$ cat src/rtl/xor_frame_accum_if.sv
// Frame-accumulator handshake bundle: XOR word input stream and frame result output.
// The master modport is the upstream producer plus the result sink; slave is the accumulator.
interface xor_frame_accum_if #(
  parameter int N       = 4,
  parameter int MAX_LEN = 8
);
  localparam int CW = $clog2(MAX_LEN + 1);

  logic          in_valid;
  logic          in_ready;
  logic [N-1:0]  in_data;
  logic          in_last;
  logic          out_valid;
  logic          out_ready;
  logic [N-1:0]  out_sum;
  logic [CW-1:0] out_len;
  logic          out_zero;
  logic          out_trunc;

  modport master (
    output in_valid, in_data, in_last, out_ready,
    input  in_ready, out_valid, out_sum, out_len, out_zero, out_trunc
  );

  modport slave (
    input  in_valid, in_data, in_last, out_ready,
    output in_ready, out_valid, out_sum, out_len, out_zero, out_trunc
  );
endinterface

$ cat src/rtl/xor_frame_accum.sv
// Folds one frame of XOR words into a running checksum and word count, then holds
// the result on a valid/ready port; frames close on in_last or after MAX_LEN words.
module xor_frame_accum #(
  parameter int N       = 4,
  parameter int MAX_LEN = 8
) (
  input  logic               clk,
  input  logic               rstn,
  xor_frame_accum_if.slave   bus
);
  localparam int CW = $clog2(MAX_LEN + 1);

  typedef enum logic [1:0] {IDLE, ACC, HOLD} state_t;

  state_t        state;
  logic [N-1:0]  acc;
  logic [CW-1:0] cnt;
  logic          ready_q;
  logic          valid_q;
  logic          zero_q;
  logic          trunc_q;

  logic          beat;
  logic          close;
  logic [N-1:0]  acc_nxt;
  logic [CW-1:0] cnt_nxt;

  // ready_q is low during reset and in HOLD, so a beat can never land in HOLD.
  assign beat = bus.in_valid && ready_q;

  always_comb begin
    // NOTE: every variable gets a default first so no path leaves it unassigned (no latch).
    acc_nxt = acc ^ bus.in_data;
    cnt_nxt = cnt + CW'(1);
    if (state == IDLE) begin
      acc_nxt = bus.in_data;
      cnt_nxt = CW'(1);
    end
    // in_last takes priority, so trunc is only set when the count alone closes the frame.
    close = bus.in_last || (cnt_nxt == CW'(MAX_LEN));
  end

  always_ff @(posedge clk or negedge rstn) begin
    if (!rstn) begin
      state   <= IDLE;
      acc     <= '0;
      cnt     <= '0;
      ready_q <= 1'b0;
      valid_q <= 1'b0;
      zero_q  <= 1'b0;
      trunc_q <= 1'b0;
    end else begin
      // NOTE: non-blocking assignments so every register samples pre-edge values.
      case (state)
        IDLE, ACC: begin
          ready_q <= 1'b1;
          if (beat) begin
            acc <= acc_nxt;
            cnt <= cnt_nxt;
            if (close) begin
              state   <= HOLD;
              ready_q <= 1'b0;
              valid_q <= 1'b1;
              zero_q  <= (acc_nxt == '0);
              trunc_q <= !bus.in_last;
            end else begin
              state <= ACC;
            end
          end
        end
        HOLD: begin
          if (bus.out_ready) begin
            state   <= IDLE;
            acc     <= '0;
            cnt     <= '0;
            ready_q <= 1'b1;
            valid_q <= 1'b0;
            zero_q  <= 1'b0;
            trunc_q <= 1'b0;
          end
        end
        default: state <= IDLE;
      endcase
    end
  end

  assign bus.in_ready  = ready_q;
  assign bus.out_valid = valid_q;
  assign bus.out_sum   = acc;
  assign bus.out_len   = cnt;
  assign bus.out_zero  = zero_q;
  assign bus.out_trunc = trunc_q;
endmodule

$ cat src/flat_wrapper.sv
// flat-port wrapper written by rule: the top's interface ports become plain ports
module xor_frame_accum_flat 
#(
  parameter int N       = 4,
  parameter int MAX_LEN = 8
)
  (clk, rstn, bus_in_valid, bus_in_data, bus_in_last, bus_out_ready, bus_in_ready, bus_out_valid, bus_out_sum, bus_out_len, bus_out_zero, bus_out_trunc);
  xor_frame_accum_if #(.N(N), .MAX_LEN(MAX_LEN)) bus_i ();
  input  logic clk;
  input  logic rstn;
  input wire logic [$bits(bus_i.in_valid)-1:0] bus_in_valid;
  input wire logic [$bits(bus_i.in_data)-1:0] bus_in_data;
  input wire logic [$bits(bus_i.in_last)-1:0] bus_in_last;
  input wire logic [$bits(bus_i.out_ready)-1:0] bus_out_ready;
  output wire logic [$bits(bus_i.in_ready)-1:0] bus_in_ready;
  output wire logic [$bits(bus_i.out_valid)-1:0] bus_out_valid;
  output wire logic [$bits(bus_i.out_sum)-1:0] bus_out_sum;
  output wire logic [$bits(bus_i.out_len)-1:0] bus_out_len;
  output wire logic [$bits(bus_i.out_zero)-1:0] bus_out_zero;
  output wire logic [$bits(bus_i.out_trunc)-1:0] bus_out_trunc;
  assign bus_i.in_valid = bus_in_valid;
  assign bus_i.in_data = bus_in_data;
  assign bus_i.in_last = bus_in_last;
  assign bus_i.out_ready = bus_out_ready;
  assign bus_in_ready = bus_i.in_ready;
  assign bus_out_valid = bus_i.out_valid;
  assign bus_out_sum = bus_i.out_sum;
  assign bus_out_len = bus_i.out_len;
  assign bus_out_zero = bus_i.out_zero;
  assign bus_out_trunc = bus_i.out_trunc;
  xor_frame_accum #(.N(N), .MAX_LEN(MAX_LEN)) u_core (.clk(clk), .rstn(rstn), .bus(bus_i));
endmodule
$ cat config.mk
export PLATFORM = sky130hd
export DESIGN_NAME = xor_frame_accum_flat
export DESIGN_NICKNAME = d
export VERILOG_FILES = /design/src/rtl/xor_frame_accum_if.sv /design/src/rtl/xor_frame_accum.sv /design/src/flat_wrapper.sv
export SDC_FILE = /design/constraint.sdc
export NUM_CORES = 1
export LEC_CHECK = 0
export BUFFER_PORTS_ARGS = -buffer_cell sky130_fd_sc_hd__buf_2
export CORE_ASPECT_RATIO = 0.8
export CORE_MARGIN = 5
export CORE_UTILIZATION = 42
export CTS_CLUSTER_SIZE = 12
export DETAILED_ROUTE_END_ITERATION = 12
export PLACE_DENSITY = 0.66
export SETUP_SLACK_MARGIN = 0.2
export SLEW_MARGIN = 20
export SYNTH_ARGS = -nofsm -noshare
export SYNTH_HDL_FRONTEND = slang
export SYNTH_SLANG_ARGS = --single-unit
$ cat constraint.sdc
create_clock -name clk -period 2.2 [get_ports clk]
set_clock_uncertainty 0.1 [all_clocks]
set_input_delay 0.44 -clock clk [delete_from_list [all_inputs] [get_ports clk]]
set_output_delay 0.44 -clock clk [all_outputs]
set_load 0.05 [all_outputs]
==> flow_summary.ini <==
[cells_and_area]
areaGrowthSynthToFinish_pct = 21.50
final_layout_net_count = 119
final_design_area_no_fill_um2 = 1011
final_util_pct = 53.44
insertedDiodeCount = 0
final_layout_size_suffix_gt1_share_pct = 33.33
stdcell_count = 132

[timing]
postLayoutSetupSlackWorst_ps = 307.3
maxSlewHeadroom_pct = 72.64
share_of_the_clock_period_used_by_the_worst_path_pct = 86.03
clock.fmax_mhz = 528.4
timing.final.setup_violations = 0
tightest_slew_ps = 410.4
fin_tns_setup_ps = 0
period_needed_ps = 1893
final-max-slew-violation-count = 0
fin_hold_ws_ps = 255.2
unrepaired_setup_endpoints_after_global_routing = false
finalHoldViolCount = 0

[global_route]
grt_usage_pct = 13.72
grt_pass1_wl_mm = 3.063
globalRouteOverflowTotal = 0
antenna_found_initial = 0
grt_start_max_net_pins = 15
number_of_global_route_vias_before_repair = 671

[die]
core-area_um2 = 1892
top_level_ports = 21
initial_core_util_pct = 43.98
die_h_um = 49.81
fp.dieW_um = 59.76
number_of_placement_rows = 14
fp.dieArea_um2 = 2977

[clock_network]
cts.path.max_buffers = 2
cts_tree = done
worst_setup_hold_path_clk_slew_ps = 90
total_number_of_h_tree_levels = 1
post_cts_resize_count = 0
postCtsHoldBufs = 1
cts_root_buffer = sky130_fd_sc_hd__clkbuf_4
cts_bufs_inserted = 3
post_cts_setup_buffer_count = 0
cts_sinks = 14
worst_skew_pair.late_latency_ps = 290

[critical_path]
crit_type = register to register
setup.worst_path.start = u_core.bus.out_len[0]
crit_path_max_fanout = 5
rr_worst_depth = 5
startpoint_of_the_worst_slack_reg_to_reg_timing_path = u_core.bus.out_len[0]
cp-endpoint = u_core.bus.out_zero
worst_ep_required_time_ps = 2270
path_cells = ha_4 > xor2_1 > or3_4 > o31ai_4 > mux2_4
r2r_end = u_core.bus.out_zero
cp_data_arrival_time_ps = 1960
slowest_delay_ps = 460
endpoint_kind = register
worst-r2r-setup-slack_ps = 310
cp_slowest_cell = sky130_fd_sc_hd__dfrtp_2
setup.worst_path.start_class = register

[worst_hold_path]
hold_depth = 2
hold_class = input pin to register

[synthesis]
syn-cell-area_um2 = 832.0
number_of_cells_produced_by_synthesis = 85
synth_async_sr_flop_share_pct = 100.0
synth-edff-count = 0
synth_cell_type_count = 35
synth_area_per_cell_um2 = 9.789
ys.warnings.count = 0
yosysSeqAreaShare_pct = 42.11
postSynthRegisterBits = 14
ys.flop_type = sky130_fd_sc_hd__dfrtp_1
synth.net_count = 95

[route]
drt-initial-drc-count = 9
avgViaCountPerCell = 5.356
dr.pass1.iters = 5
detail_route.drc_violations = 0
vias_after_detailed_routing = 707
wire_length_after_detailed_routing_mm = 1.838
wl_per_cell_um = 13.92
final_antenna_net_count = 0

[placed_design]
gp_routability_congestion = 0.8212
postPlaceCellArea_um2 = 964.7
dp_cells = 127
place.port_buffers = 20
place.detailed.hpwl_mm = 1.425
place_ws_ps = 280.0

[pwr]
worst_vdd_ir_v = 0.0005224
cellLeakagePower_nw = 0.4653
total_power_mw = 1.074
power-per-cell-area_nw_per_um2 = 1063

[run_status]
run_status = finished, final reports clean

[run]
max-cap-violations = 0
[how the worst min path moves through the flow]
stage                  start                     to  slack (ps)
3_3_place_gp            rstn  u_core.bus.out_len[2]         250
3_5_place_dp            rstn  u_core.bus.out_len[2]         260
2_1_floorplan           rstn    u_core.bus.in_ready          40
5_1_grt        bus_out_ready        u_core.state[1]         250
4_1_cts        bus_out_ready        u_core.state[1]         250
6_report       bus_out_ready        u_core.state[1]         260
[report_power, final]
part | leakage, nW | switching [mW] | internal (mW)
clock | 0.0210 | 0.0894 | 0.101
combinational | 0.268 | 0.334 | 0.157
sequential | 0.176 | 0.0778 | 0.315
total | 0.465 | 0.501 | 0.573
[worst max-delay path, delay by kind of cell (launching register included)]
family,cells,cell delay [ps]
AOI/OAI and AO/OA,1,210
and+or+nand+nor,1,340
xor gates and xnor gates,1,170
adders and majority gates,1,190
DFF,1,460
muxes,1,320
[routing by layer]
metal,track usage [%],vias to the layer above,wire (µm)
li1,-,352,-
met1,18.81,339,875
met2,20.32,16,856
met3,4.961,0,106
met4,3.321,0,0
met5,0,-,0
[final cells by class]
cell class	count	area [µm²]
Timing Repair Buffer	22	117.6
Inverter	2	7.507
Multi-Input combinational cell	66	466.7
Sequential cell	14	352.8
Tap cell	24	30.03
Clock buffer	4	36.28
Fill cell	173	880.8
[cell usage after synthesis (2+ instances only)]
library cell,count,area share [%]
sky130_fd_sc_hd__xnor2_1,4,4.2
sky130_fd_sc_hd__inv_1,2,0.90
sky130_fd_sc_hd__nor2_1,3,1.4
sky130_fd_sc_hd__nand2_1,14,6.3
sky130_fd_sc_hd__nand4_1,2,1.5
sky130_fd_sc_hd__xor2_1,6,6.3
sky130_fd_sc_hd__a31oi_1,2,1.5
sky130_fd_sc_hd__o22ai_1,2,1.5
sky130_fd_sc_hd__o21ai_0,8,4.8
sky130_fd_sc_hd__nand3_1,4,2.4
sky130_fd_sc_hd__dfrtp_1,14,42
[cells by family (layout without fill, tap and decap cells)]
kind of cell             Yosys count  in the layout  synth area share (%)
adder cells (fa/ha/maj)            1              1                 1.504
AND/OR/NAND/NOR                   33             33                 22.26
buffers and inverters              5             28                 3.308
AO/OA/AOI/OAI                     21             21                 18.50
multiplexers                       1              1                 1.804
flip-flops                        14             14                 42.11
XOR/XNOR                          10             10                 10.53
[cells in the final DEF, fill, tap and decap left out, drive strengths merged, types with 2 or more instances in the layout]
cell and count:
buf 21, nand2 14, dfrtp 14, o21ai 9, xor2 6, xnor2 4
nand3 4, nor2 4, clkbuf 4, o22ai 2, nand4 2, a31oi 2
inv 2, and3b 2, a21oi 2
[flip-flops by register name, summed over array words and instances (netlist names)]
signal	count
u_core.bus.out_valid	1
u_core.state	2
u_core.bus.out_sum	4
u_core.bus.out_trunc	1
u_core.bus.out_len	4
u_core.bus.in_ready	1
u_core.bus.out_zero	1
Note: power is estimated with default switching activity, not from simulation.
